--- config.mk ---
export PLATFORM = sky130hd
export DESIGN_NAME = spi_target
export DESIGN_NICKNAME = d
export VERILOG_FILES = /design/src/rtl/spi_target.sv
export SDC_FILE = /design/constraint.sdc
export NUM_CORES = 1
export LEC_CHECK = 0
export CAP_MARGIN = 30
export CORE_MARGIN = 10
export CORE_UTILIZATION = 35
export CTS_BUF_LIST = sky130_fd_sc_hd__clkbuf_8
export DETAILED_ROUTE_END_ITERATION = 8
export GPL_ROUTABILITY_DRIVEN = 0
export PLACE_DENSITY_LB_ADDON = 0.05
export SLEW_MARGIN = 20
export SYNTH_ARGS = -nofsm -noshare
export SYNTH_HDL_FRONTEND = slang
export SYNTH_SLANG_ARGS = --single-unit
--- constraint.sdc ---
create_clock -name clk -period 3.2 [get_ports clk]
set_input_delay 0.32 -clock clk [delete_from_list [all_inputs] [get_ports clk]]
set_output_delay 0.32 -clock clk [all_outputs]
set_load 0.05 [all_outputs]
--- src/rtl/spi_target.sv ---
// spi_target: SPI mode-0 target for the j1 SoC. SCK, SS_n and MOSI are
// oversampled in the clk domain; received bytes go into a small RX FIFO and
// CPU-supplied bytes are returned on MISO, MSB first.
module spi_target #(
    parameter int          FIFO_DEPTH = 4,
    parameter logic [7:0]  IDLE_BYTE  = 8'hFF
) (
    input  logic       clk,
    input  logic       reset,
    input  logic       sck,
    input  logic       ss_n,
    input  logic       mosi,
    output logic       miso,
    output logic       miso_oe,
    input  logic       wr,
    input  logic [7:0] tx_data,
    input  logic       rd,
    output logic [7:0] rx_data,
    output logic       valid,
    output logic       tx_pending,
    output logic       overrun,
    output logic       underrun,
    input  logic       clr_err,
    output logic       selected
);

    localparam int AW = $clog2(FIFO_DEPTH);

    typedef enum logic {
        IDLE,
        ACTIVE
    } state_t;

    state_t      state, state_nx;

    // [1] is the synchronized value, [2] the previous one for edge detection
    logic [2:0]  sck_q;
    logic [2:0]  ss_q;
    logic [1:0]  mosi_q;

    logic [2:0]  bit_cnt;
    logic [6:0]  rx_shift;
    logic [7:0]  shifter;
    logic [7:0]  hold;

    logic [7:0]  mem [FIFO_DEPTH];
    logic [AW:0] wr_ptr, rd_ptr;

    logic        sck_rise, sck_fall, ss_fall, ss_rise, mosi_s;
    logic        do_load, do_shift, do_sample;
    logic        push, pop, push_ok, push_drop, empty, full;
    logic [7:0]  push_data;

    assign sck_rise = sck_q[1] & ~sck_q[2];
    assign sck_fall = ~sck_q[1] & sck_q[2];
    assign ss_fall  = ~ss_q[1] & ss_q[2];
    assign ss_rise  = ss_q[1] & ~ss_q[2];
    assign mosi_s   = mosi_q[1];

    // Synchronize the asynchronous host pins and keep one stage of history.
    always_ff @(posedge clk) begin
        // NOTE: every sequential assignment is non-blocking so all flops see
        // the pre-edge values, which is what a shift chain depends on.
        if (reset) begin
            sck_q  <= 3'b000;
            ss_q   <= 3'b111;
            mosi_q <= 2'b00;
        end else begin
            sck_q  <= {sck_q[1:0], sck};
            ss_q   <= {ss_q[1:0], ss_n};
            mosi_q <= {mosi_q[0], mosi};
        end
    end

    // State register.
    always_ff @(posedge clk) begin
        if (reset) state <= IDLE;
        else       state <= state_nx;
    end

    // Next state and datapath strobes from the detected pin edges.
    always_comb begin
        // NOTE: defaults first, so no path through the case leaves a signal
        // unassigned and infers a latch.
        state_nx  = state;
        do_load   = 1'b0;
        do_shift  = 1'b0;
        do_sample = 1'b0;
        unique case (state)
            IDLE: begin
                if (ss_fall) begin
                    do_load  = 1'b1;
                    state_nx = ACTIVE;
                end
            end
            ACTIVE: begin
                if (ss_rise) begin
                    state_nx = IDLE;
                end else begin
                    do_sample = sck_rise;
                    if (sck_fall) begin
                        // bit_cnt==0 here means a full byte was just shifted
                        do_load  = (bit_cnt == 3'd0);
                        do_shift = (bit_cnt != 3'd0);
                    end
                end
            end
            default: state_nx = IDLE;
        endcase
    end

    assign miso_oe  = (state == ACTIVE);
    assign miso     = (state == ACTIVE) & shifter[7];
    assign selected = ~ss_q[1];

    // Byte boundary: the 8th sampled bit completes the byte.
    assign push      = do_sample & (bit_cnt == 3'd7);
    assign push_data = {rx_shift, mosi_s};

    assign empty     = (wr_ptr == rd_ptr);
    assign full      = (wr_ptr[AW] != rd_ptr[AW]) &&
                       (wr_ptr[AW-1:0] == rd_ptr[AW-1:0]);
    assign pop       = rd & ~empty;
    // A pop in the same cycle frees the slot, so a full FIFO still accepts.
    assign push_ok   = push & (~full | pop);
    assign push_drop = push & full & ~pop;

    assign valid     = ~empty;
    assign rx_data   = empty ? 8'h00 : mem[rd_ptr[AW-1:0]];

    // Receive shifter, bit counter, transmit shifter and TX holding register.
    always_ff @(posedge clk) begin
        if (reset) begin
            bit_cnt    <= 3'd0;
            rx_shift   <= 7'd0;
            shifter    <= 8'd0;
            hold       <= 8'd0;
            tx_pending <= 1'b0;
        end else begin
            if (state_nx == IDLE)  bit_cnt <= 3'd0;
            else if (do_sample)    bit_cnt <= bit_cnt + 3'd1;

            if (do_sample) rx_shift <= {rx_shift[5:0], mosi_s};

            if (do_load)       shifter <= tx_pending ? hold : IDLE_BYTE;
            else if (do_shift) shifter <= {shifter[6:0], 1'b0};

            // A load takes the old held byte; a simultaneous wr stays pending.
            if (wr)           hold <= tx_data;
            if (wr)           tx_pending <= 1'b1;
            else if (do_load) tx_pending <= 1'b0;
        end
    end

    // Sticky error flags; a new error outranks clr_err in the same cycle.
    always_ff @(posedge clk) begin
        if (reset) begin
            overrun  <= 1'b0;
            underrun <= 1'b0;
        end else begin
            if (push_drop)    overrun <= 1'b1;
            else if (clr_err) overrun <= 1'b0;

            if (do_load && !tx_pending) underrun <= 1'b1;
            else if (clr_err)           underrun <= 1'b0;
        end
    end

    // RX FIFO pointers.
    always_ff @(posedge clk) begin
        if (reset) begin
            wr_ptr <= '0;
            rd_ptr <= '0;
        end else begin
            if (push_ok) wr_ptr <= wr_ptr + 1'b1;
            if (pop)     rd_ptr <= rd_ptr + 1'b1;
        end
    end

    // RX FIFO storage.
    always_ff @(posedge clk) begin
        // NOTE: storage is not reset; the pointers define which entries are
        // meaningful and rx_data is forced to 0 while empty.
        if (push_ok) mem[wr_ptr[AW-1:0]] <= push_data;
    end

endmodule

# Word level (Yosys, flattened, before mapping)
# Memory sizes are Yosys's and may differ from the RTL's. A register that Yosys moved wholly into a read port is not among the register bits.
# Cells that the tools add are included.
# op_classes
add_sub_neg	3
eq_ne	4
muxes	24
bitwise_logic	20
reduce_logical	10
# ops
cell	count
two-way mux 8 bit	4
two-way mux 1 bit	16
bitwise AND 1 bit	10
adder 3 x 1 -> 3 bit (second input constant)	3
NOT 1 bit	9
nonzero test 2 bit	4
two-way mux 2 bit	2
one-hot mux 1 bit (2 select lines)	2
== test 3 bit	1
== test 3 bit (second input constant)	1
logical NOT 3 bit	1
nonzero test 3 bit	1
== test 2 bit	1
logical AND 1 bit	2
OR reduction 2 bit	1
logical NOT 1 bit	1
!= test 1 bit	1
bitwise OR 1 bit	1
# totals
regBits	44
mem_bits_rw	32
input_bits	16
output_inout_bits	15
mem_count	1
# mem_list
memory	depth	width	rd	rd_ports_with_merged_regs	write_ports	line_no	text
mem	4	8	1	1	1	46	logic [7:0] mem [FIFO_DEPTH];

# Longest topological paths before layout
# logic_depth
word_depth	8
depth_mapped	7
mapped_depth_nobuf	6

# Worst setup path before layout
# OpenSTA, ideal clock, no wires.
# synth_path
path_kind	register -> output
from	register wr_ptr[1]
to	output rx_data[0]
t_arrival_ns	1.653
t_required_ns	2.880
setup_slack_ns	1.227
path_stages_with_launch	4
path_buffers	0
cell_sequence	dfxtp_1 xor2_1 nor3_1 nor2b_1
# synth_via
elab_chain_len	2
# synth_lines
item	line_no	text
start, declared	47	logic [AW:0] wr_ptr, rd_ptr;
start signal, assigned	175	if (push_ok) wr_ptr <= wr_ptr + 1'b1;
== test 3 bit	120	assign empty = (wr_ptr == rd_ptr);
two-way mux 8 bit	129	assign rx_data = empty ? 8'h00 : mem[rd_ptr[AW-1:0]];
end, declared	18	output logic [7:0] rx_data,
# No other way between the ends.

# Final worst setup path
# layout_path
from	register wr_ptr[1]
to	output rx_data[7]
# The elaborated chain is that of the path after synthesis.

==> results.ini <==
[final_layout]
drive_above_1_share_pct = 14.7
final_cell_mix = dfxtp_1, edfxtp_1, clkdlybuf4s50_1, nor2_1, mux2i_1
multi_input_area_um2 = 1190
n_fill_cell = 846
design_area_um2 = 3790
final_common_cell = dfxtp_1
nNetsFinal = 298
area_growth_pct = 20.3
n_antenna_cell = 0
seq_area_um2 = 1880

[worst_hold_path]
whs_path_depth = 1
hold_start = ss_q[0]
min_to = ss_q[1]
hold_path.class = flop to flop

[route]
first_pass_iters = 4
drc = 0
vias = 1838
wl_per_cell_um = 15.1
vias_per_cell = 4.75
finalWirelength_um = 5830
dr.first_iter.drc_count = 47
postRouteAntennaNets = 0

[die]
row_count = 34
die_w_um = 115
die_y_um = 115
die_area_um2 = 13200
start_util_pct = 36.0
io_pins = 31
fp.coreArea_um2 = 8760

[yosys]
synth_edf_count = 32
synth_compound_area_share_pct = 6.19
yosys_most_used_dff = dfxtp_1
async_flop_share_pct = 0
yosys.area_share.adder_pct = 3.49
syn_area_per_cell_um2 = 13.1
synth_top_family_by_area = simple AND/OR/NAND/NOR gates
synth_seq_cells = 78
synthSimpleGateAreaFrac_pct = 13.5
yosysWarningCount = 0
syn_inst = 240
syn_area_um2 = 3150
synth_xor_area_share_pct = 1.91
synth_fp_nets = 264
yosysSeqAreaShare_pct = 59.7
ys_types = 39
synth_mux_area_share_pct = 12.7

[global_routing]
grt_pass1_wl_um = 9940
grt_max_degree = 46
grt-ovfl-total = 0
grt_pass1_vias = 1969
grt_antenna_before_repair = 0
grt_util_all_layers_pct = 9.54

[worst_setup_path]
path_max_fanout = 7
crit_type = flop to output pin
startpoint_type = flop
reg2reg_from = ss_q[2]
reg2regPathDepth = 5
arrival_ps = 2500
cp.required_ps = 2880
r2r-end = mem[0][4]
reg2reg_slack_ps = 1310
endpoint_kind = output pin

[clock_tree]
cts_root_buf = clkbuf_8
post_cts_resized = 0
cts_max_path_buffers = 2
ctsHoldBuffers = 0
cts_setup_buffers = 0
cts_buffers = 9
cts_tree = built
clk_latency_ps = 350
cts.sink_count = 78
htree_levels = 3
clk_pin_slew_ps = 80

[power_and_ir_drop]
p_sw_w = 0.000422
switching_share_pct = 21.7
ir_drop_mv = 0.237
p_clk_share_pct = 41.7
power_leakage_nw = 1.35
intPower_w = 0.00153
combPwrFrac_pct = 4.4
p_per_area_nw_per_um2 = 514
seqPwrFrac_pct = 53.9

[timing]
fmax_mhz = 354
slew_headroom_pct = 58.6
fin_crit_sh_pct = 88.2
finalCriticalPeriod_ps = 2820
worst-slew-pin-transition_ps = 621
drv_slew = 0
rsz0062_at_grt = no
hold_viol_final = 0
fin_skew_ps = 8.06
fin_tns_setup_ps = 0
setup_violations = 0
holdWs_ps = 411

[flow_run]
drv_cap = 0

[placed_design]
place_hpwl_um = 3910
placed_area_um2 = 3570
port_buffers = 30

[run_status]
status = finished clean

==> cell families (layout without fill, tap and decap cells) <==
kind of cell / count (synthesis) / after routing
compound gates: 24 / 24
xor+xnor: 6 / 6
fa+ha+maj: 9 / 9
buf+inv: 20 / 59
flops: 78 / 78
mux: 29 / 29
simple gates: 74 / 74
==> state kept, by name, summed over array words and instances, names as in the netlist, named ones only <==
name	count
miso_oe	1
shifter	8
wr_ptr	3
rd_ptr	3
bit_cnt	3
mem	32
tx_pending	1
ss_q	3
underrun	1
mosi_q	2
rx_shift	7
sck_q	3
overrun	1
hold	8
==> routing by layer <==
metal / global-route usage, % / vias to the layer above / part of all wire, %
met1: 11.4 / 864 / 45
met3: 3.54 / 7 / 6.4
li1: - / 931 / -
met2: 14.6 / 36 / 47
met4: 5.28 / 0 / 1.8
met5: 0 / - / 0
==> critical path: stages, from the launching register on <==
cell and delay [ps]:
dfxtp_1 430, xor2_1 370, nor3_1 190, buf_2 210, nor2b_1 140, clkdlybuf4s50_1 820
==> cells in the mapped netlist, types with 4 or more instances <==
cell type | instances | share of area (%)
dfxtp_1 | 46 | 29
a32oi_1 | 8 | 2.2
nor2_1 | 28 | 3.3
nand2_1 | 4 | 0.48
xor2_1 | 4 | 1.1
clkbuf_1 | 7 | 0.83
edfxtp_1 | 32 | 30
mux2i_1 | 19 | 6.0
nand2b_1 | 13 | 2.6
o2bb2ai_1 | 7 | 1.9
nor2b_1 | 15 | 3.0
inv_1 | 9 | 1.1
mux4_2 | 8 | 5.7
ha_1 | 8 | 3.2
==> final cells by class <==
| cell class | count | share of cell area (%) |
|---|---|---|
| repair buffers | 34 | 8.65 |
| clock buffers | 9 | 3.27 |
| flip-flops and latches | 78 | 49.6 |
| clock inverters | 7 | 2.61 |
| well taps | 108 | 3.56 |
| multi-input cells | 142 | 31.4 |
| inverters | 9 | 0.891 |
==> worst max path at each step <==
stage | endpoint | cells after the start | startpoint | slack [ps]
6_report | rx_data[7] | 5 | wr_ptr[1] | 380
5_1_grt | rx_data[7] | 5 | wr_ptr[1] | 170
4_1_cts | rx_data[7] | 5 | wr_ptr[1] | 330
3_5_place_dp | rx_data[2] | 3 | flop | 720
3_3_place_gp | rx_data[0] | 4 | wr_ptr[0] | 500
2_1_floorplan | rx_data[0] | 3 | wr_ptr[1] | 1230
==> power by group through the flow <==
stage	combinational [W]	clock (W)	sequential, W
CTS	0.0000875	0.000839	0.00105
global placement	0.0000869	0	0.00108
global route	0.0000951	0.000881	0.00105
detailed placement	0.0000871	0	0.00108
floorplan	0.0000438	0	0.00108
finish	0.0000854	0.000813	0.00105
==> through the flow <==
step | util [%] | total power, W | worst slack (ps) | std cells
floorplan | - | 0.00113 | 1230 | 240
global placement | 40.7 | 0.00116 | 498 | 370
detailed placement | 40.7 | 0.00116 | 721 | 371
CTS | 43.3 | 0.00198 | 326 | 387
global route | 43.3 | 0.00203 | 168 | 387
finish | 43.3 | 0.00195 | 379 | 387
Power figures use the tool's default switching activity.
